### config.mk
export PLATFORM = sky130hd
export DESIGN_NAME = conv_scan_ctrl
export DESIGN_NICKNAME = d
export VERILOG_FILES = /design/src/rtl/conv_scan_ctrl.sv
export SDC_FILE = /design/constraint.sdc
export NUM_CORES = 1
export LEC_CHECK = 0
export ABC_CLOCK_PERIOD_IN_PS = 2500
export BUFFER_PORTS_ARGS = -buffer_cell sky130_fd_sc_hd__buf_2
export CAP_MARGIN = 20
export CORE_MARGIN = 4
export CORE_UTILIZATION = 51
export DETAILED_ROUTE_END_ITERATION = 8
export PLACE_DENSITY = 0.79
export SLEW_MARGIN = 40
export SYNTH_ARGS = -nofsm -noshare
export SYNTH_HDL_FRONTEND = slang
export SYNTH_SLANG_ARGS = --single-unit
export TNS_END_PERCENT = 50
### constraint.sdc
create_clock -name clk -period 2.5 [get_ports clk]
set_input_delay 0.125 -clock clk [delete_from_list [all_inputs] [get_ports clk]]
set_output_delay 0.125 -clock clk [all_outputs]
set_load 0.01 [all_outputs]
### src/rtl/conv_scan_ctrl.sv
// conv_scan_ctrl: upstream sequencer for the 3x3 convolution weight tiles.
// Fetches one kernel set from the shared weight banks, then walks an
// odometer over kernel taps (x, y) and output positions (X, Y), and emits
// the load, step and window strobes plus a one-cycle finish pulse.
module conv_scan_ctrl #(
    parameter int KW     = 3,
    parameter int OW     = 19,
    parameter int AW     = 4,
    parameter int RD_LAT = 1
) (
    input  logic          clk,
    input  logic          xrst,
    input  logic          start,
    input  logic [AW-1:0] kidx,
    input  logic          en,
    output logic [AW-1:0] w_raddr,
    output logic          w_load,
    output logic [1:0]    x,
    output logic [1:0]    y,
    output logic [4:0]    X,
    output logic [4:0]    Y,
    output logic          valid,
    output logic          step_x,
    output logic          step_y,
    output logic          step_X,
    output logic          win_first,
    output logic          win_last,
    output logic          busy,
    output logic          finish
);

    localparam logic [1:0] ST_IDLE = 2'd0;
    localparam logic [1:0] ST_LOAD = 2'd1;
    localparam logic [1:0] ST_RUN  = 2'd2;
    localparam logic [1:0] ST_DONE = 2'd3;

    // Terminal values of each counter, sized to the counter they compare with.
    localparam logic [1:0] TAP_LAST = 2'(KW - 1);
    localparam logic [4:0] POS_LAST = 5'(OW - 1);
    localparam logic [1:0] LAT_LAST = 2'(RD_LAT);

    logic [1:0] state;
    logic [1:0] lat_cnt;

    logic in_run;
    logic adv;
    logic x_last;
    logic y_last;
    logic xx_last;
    logic yy_last;
    logic scan_end;

    // Decode the current count into strobes; everything here is a pure
    // function of state, counters and en so the tiles see it the same cycle.
    always_comb begin
        in_run    = (state == ST_RUN);
        adv       = in_run && en;
        x_last    = (x == TAP_LAST);
        y_last    = (y == TAP_LAST);
        xx_last   = (X == POS_LAST);
        yy_last   = (Y == POS_LAST);
        scan_end  = adv && x_last && y_last && xx_last && yy_last;

        valid     = in_run;
        step_x    = adv && !x_last;
        step_y    = adv && x_last && !y_last;
        step_X    = adv && x_last && y_last && !xx_last;
        win_first = in_run && (x == 2'd0) && (y == 2'd0);
        win_last  = in_run && x_last && y_last;
        busy      = (state != ST_IDLE);
        finish    = (state == ST_DONE);
        w_load    = (state == ST_LOAD) && (lat_cnt == LAT_LAST);
    end

    // Sequencer: accept a start only when idle, wait out the bank read
    // latency, run the scan, then spend one cycle in DONE for the pulse.
    always_ff @(posedge clk or negedge xrst) begin
        if (!xrst) begin
            state   <= ST_IDLE;
            lat_cnt <= 2'd0;
            w_raddr <= '0;
        end else begin
            case (state)
                ST_IDLE: begin
                    if (start) begin
                        w_raddr <= kidx;
                        lat_cnt <= 2'd0;
                        state   <= ST_LOAD;
                    end
                end
                ST_LOAD: begin
                    if (lat_cnt == LAT_LAST) begin
                        state <= ST_RUN;
                    end else begin
                        lat_cnt <= lat_cnt + 2'd1;
                    end
                end
                ST_RUN: begin
                    if (scan_end) begin
                        state <= ST_DONE;
                    end
                end
                ST_DONE: begin
                    state <= ST_IDLE;
                end
                default: begin
                    state <= ST_IDLE;
                end
            endcase
        end
    end

    // Tap/position odometer: x fastest, then y, then X, then Y. The final
    // tap wraps every counter back to 0, leaving them clean for the next scan.
    always_ff @(posedge clk or negedge xrst) begin
        if (!xrst) begin
            x <= 2'd0;
            y <= 2'd0;
            X <= 5'd0;
            Y <= 5'd0;
        end else if (adv) begin
            if (!x_last) begin
                x <= x + 2'd1;
            end else begin
                x <= 2'd0;
                if (!y_last) begin
                    y <= y + 2'd1;
                end else begin
                    y <= 2'd0;
                    if (!xx_last) begin
                        X <= X + 5'd1;
                    end else begin
                        X <= 5'd0;
                        if (!yy_last) begin
                            Y <= Y + 5'd1;
                        end else begin
                            Y <= 5'd0;
                        end
                    end
                end
            end
        end
    end

endmodule

After elaboration in Yosys (flattened, before gate mapping)
Cells that the tools add are included.
- bits in registers: 22
- input bits: 8
- output and inout port bits: 27
- word-level logic and storage cells: 62
- add/subtract/negate cells: 5
- equality and inequality tests: 12
- mux-type cells: 11
- reduce and logical (&&, ||, !) cells: 27
- operators by type and width (cell ; count):
    2-bit two-way mux ; 7
    1-bit logical AND ; 13
    5-bit by 1-bit adder with 5-bit output (second input constant) ; 2
    5-bit equality test (second input constant) ; 2
    5-bit two-way mux ; 2
    3-bit AND reduction ; 3
    2-bit equality test (second input constant) ; 4
    2-bit case mux with 4 select lines ; 1
    2-bit by 1-bit adder with 2-bit output (second input constant) ; 3
    2-bit logical NOT ; 3
    2-bit by 1-bit equality test with 1-bit output (second input constant) ; 2
    2-bit by 1-bit inequality test with 1-bit output (second input constant) ; 2
    2-bit inequality test (second input constant) ; 2
    2-bit case mux with 2 select lines ; 1
    2-bit AND reduction ; 2
    4-bit AND reduction ; 1
    2-bit nonzero test ; 2
    1-bit logical NOT ; 3

Depth between registers and ports, before layout
- word-level depth: 8
- depth in mapped cells: 8
- depth with buffers taken out: 6

Worst setup path before layout
No wires, ideal clock.
- path type: reg-to-reg
- start point: reg state[0]
- end point: reg state[1]
- library setup time: 0.128 ns
- arrival time: 1.749 ns
- data required time: 2.372 ns
- path slack: 0.624 ns
- stages on the path, launching flop included: 8
- path buffers: 1
- period minus slack after synthesis: 1.876 ns
- cells stage by stage: dfrtp_1 -> inv_1 -> ha_1 -> and3b_1 -> buf_4 -> nand4_1 -> a221oi_2 -> mux2_1
- longest elaborated chain between the ends: 8
- RTL lines (element ; line ; source):
    start: declaration ; 42 ; logic [1:0] state;
    start signal: assignment ; 79 ; state <= ST_IDLE;
    start signal: assignment ; 88 ; state <= ST_LOAD;
    start signal: assignment ; 93 ; state <= ST_RUN;
    2-bit equality test (*) ; 56 ; in_run = (state == ST_RUN);
    net valid ; 22 ; output logic valid,
    1-bit logical AND ; 57 ; adv = in_run && en;
    1-bit logical AND (4 in a row) ; 62 ; scan_end = adv && x_last && y_last && xx_last && yy_last;
    2-bit by 1-bit inequality test with 1-bit output (no source line) ; n/a ;
    3-bit AND reduction (no source line) ; n/a ;
Mark *: on every way through the listed nets, which the timed path passes. The rest lies on a longest branch.
A chain may end at the register's enable or synchronous reset.

Worst setup path in the final report
- start point: reg state[0]
- end point: reg state[1]
- longest elaborated chain between the ends: 8
- RTL lines (element ; line):
    2-bit equality test ; 56, 83
    1-bit logical AND ; 57
    1-bit logical AND (4 in a row) ; 62
    2-bit by 1-bit inequality test with 1-bit output (no source line) ; n/a
    3-bit AND reduction (no source line) ; n/a
Several ways; a longest one is shown, not always the timed one.

==> flow_summary.yaml <==
sta:
  fin_hold_ws_ns: 0.0425
  clock.fmax_ghz: 0.489
  setup_violations: 0
  slew_headroom_pct: 67.5
  finalClockSkew_ns: 0.00120
  tns_ns: 0
  finalCritPeriodShare_pct: 81.8
  rsz0062_at_grt: "false"
  fin_crit_ns: 2.05
  worst_pin_slew_ns: 0.487
  finalHoldViolCount: 0
  drv_slew: 0
clock_tree:
  ctsResizeCount: 0
  clock_path_buffers: 2
  postCtsSetupBuffers: 0
  clk_pin_slew_worst_paths_ns: 0.12
  htreeDepth: 1
  cts_hold_buf: 1
  cts.root.buffer_cell: "clkbuf_4"
  insertion_delay_ns: 0.30
  cts_buffers: 3
  cts_tree: "built"
  cts.sinks: 22
worst_setup_path:
  cp_max_fo: 7
  cp.depth: 6
  cp_data_arrival_time_ns: 2.25
  path_cells: "inv_1 -> ha_1 -> and3b_1 -> nand4_1 -> a221oi_2 -> mux2_1"
  worst_ep_required_time_ns: 2.70
  rr_worst_depth: 6
  startpoint: "state[0]$_DFFE_PN0P_"
  cp-end-kind: "flip-flop"
  cp_num_buf_inv: 1
  cpPeakStageDelay_ns: 0.43
  path_class: "flip-flop to flip-flop"
  reg2reg_to: "state[1]$_DFFE_PN0P_"
  ff2ff_setup_slack_ns: 0.45
  path_delay_family: "simple AND/OR/NAND/NOR gates"
  r2r_start: "state[0]$_DFFE_PN0P_"
  setup.worst_path.end: "state[1]$_DFFE_PN0P_"
  critPathLaunchType: "flip-flop"
  cpMaxStageDelayCell: "dfrtp_1"
placement:
  gp_congestion: 0.805
  hpwl_mm: 1.97
  io_buffers: 34
floorplan:
  fp.dieW_um: 57.2
  initial_core_util_pct: 54.8
  placementRows: 17
  core_area_um2: 2250
  ioPinCount: 35
  die_h_um: 57.2
  die_area_um2: 3270
detailed_routing:
  initialDrtViolationCount: 29
  met3_length_um: 97
  wirelength_mm: 2.45
  firstDrtPassIters: 4
  vias: 1034
  wl_per_cell_um: 13.3
  wl_met1_mm: 1.12
  drc_errors: 0
  maxUsedRoutingLayer: "met4"
  routed-wl-met2_mm: 1.19
  ant_nets: 0
  post_drt_via_cell_ratio: 5.62
cells_and_area:
  nNetsFinal: 174
  final_common_cell: "buf_2"
  syn_to_final_growth_pct: 19.1
  num_antenna_cells: 0
  final_cell_mix: "34 x buf_2, 22 x dfrtp_1, 11 x nand2_1, 11 x nor2_1"
  final_layout_size_suffix_gt1_share_pct: 31.4
yosys:
  async_reset_ff_share_pct: 100
  synth-warning-count: 0
  synth_nets: 136
  synth-edff-count: 0
  netlist_instances: 119
  synth_area_um2: 1230
  seq_area_frac_synth_pct: 44.6
  synth_ff_type: "dfrtp_1"
  ys_types: 31
  ys_ff_latch: 22
  avgSynthCellArea_um2: 10.4
grt:
  grt_pass1_wl_mm: 4.01
  grt_pass1_vias: 967
  grt_usage_pct: 15.3
  grt_antenna_before_repair: 0
  grt_overflow: 0
  grt_max_degree: 23
power_and_ir_drop:
  irDropWorstVdd_mv: 0.460
  leakage_nw: 0.769
  power_density_nw_per_um2: 921
job:
  drv_cap: 0
hold_path:
  whs_path_depth: 2
  hold_path.class: "input pin to flip-flop"
status:
  status: "finished, final reports clean"
logic make-up (layout without fill, tap and decap cells):
| logic type | Yosys count | count (layout) | share of synthesized area [%] |
|---|---|---|---|
| AND/OR/NAND/NOR | 45 | 45 | 20.2 |
| XOR/XNOR | 2 | 2 | 1.42 |
| flip-flops | 22 | 22 | 44.6 |
| multiplexers | 10 | 10 | 9.42 |
| adder cells (fa/ha/maj) | 9 | 9 | 9.12 |
| buffers and inverters | 11 | 48 | 3.95 |
| AO/OA/AOI/OAI | 20 | 20 | 11.3 |
cell type report:
cell class | instances | area (um2)
Clock buffer | 4 | 36.3
Fill cell | 178 | 783
Inverter | 9 | 33.8
Multi-Input combinational cell | 86 | 636
Sequential cell | 22 | 551
Tap cell | 28 | 35.0
Timing Repair Buffer | 35 | 180
flip-flops by register name, summed over array words and instances (netlist names):
name     count
X            5
Y            5
lat_cnt      2
state        2
w_raddr      4
x            2
y            2
synth_stat cells (2+ instances only):
library cell  instances  area share, %
and2_1                2            1.0
nand4_1               4            2.0
o21ai_0               4            1.6
xnor2_1               2            1.4
a2bb2oi_1             2            1.4
and3_1                3            1.5
buf_4                 2            1.2
nor2_1               11            3.3
a31oi_1               3            1.5
nand2_1              11            3.3
a311oi_1              2            1.4
mux2_2                7            6.4
inv_1                 9            2.7
ha_1                  9            9.1
a21oi_1               4            1.6
o31ai_1               2            1.2
mux2_1                2            1.8
nor2b_1               2            1.0
and3b_1               2            1.4
nand2b_1              3            1.5
dfrtp_1              22             45
and4bb_2              2            2.0
layer usage:
metal  up-vias  global-route usage [%]
li1        497                       -
met1       499                    18.7
met2        29                    26.4
met3         9                    2.49
met4         0                    6.62
met5         -                       0
worst min-delay path by stage:
stage	startpoint	endpoint
2_1_floorplan	xrst	X[0]$_DFFE_PN0N_
3_3_place_gp	xrst	X[2]$_DFFE_PN0N_
3_5_place_dp	xrst	X[2]$_DFFE_PN0N_
4_1_cts	kidx[3]	w_raddr[3]$_DFFE_PN0P_
5_1_grt	kidx[0]	w_raddr[0]$_DFFE_PN0P_
6_report	kidx[1]	w_raddr[1]$_DFFE_PN0P_
metrics by stage:
step                total power, W  util, %  instances  cell area, um2  setup WS, ns
CTS                        0.00137     65.3        184            1470         0.440
floorplan                 0.000963        -        119            1230         0.624
global route               0.00145     65.3        184            1470         0.288
detailed placement         0.00117     63.2        179            1430         0.448
global placement           0.00113     63.2        179            1430         0.611
finish                     0.00136     65.3        184            1470         0.454
worst register-to-register path, cell delays in order, from the launching register on:
cell	delay [ns]
dfrtp_1	0.43
inv_1	0.10
ha_1	0.28
and3b_1	0.32
nand4_1	0.16
a221oi_2	0.30
mux2_1	0.35
power breakdown:
part / leakage, nW / switching [W] / internal, W
clock: 0.0210 / 0.000108 / 0.0000889
sequential: 0.277 / 0.0000918 / 0.000458
combinational: 0.471 / 0.000319 / 0.000289
total: 0.769 / 0.000519 / 0.000836
(Power assumes the default switching activity.)
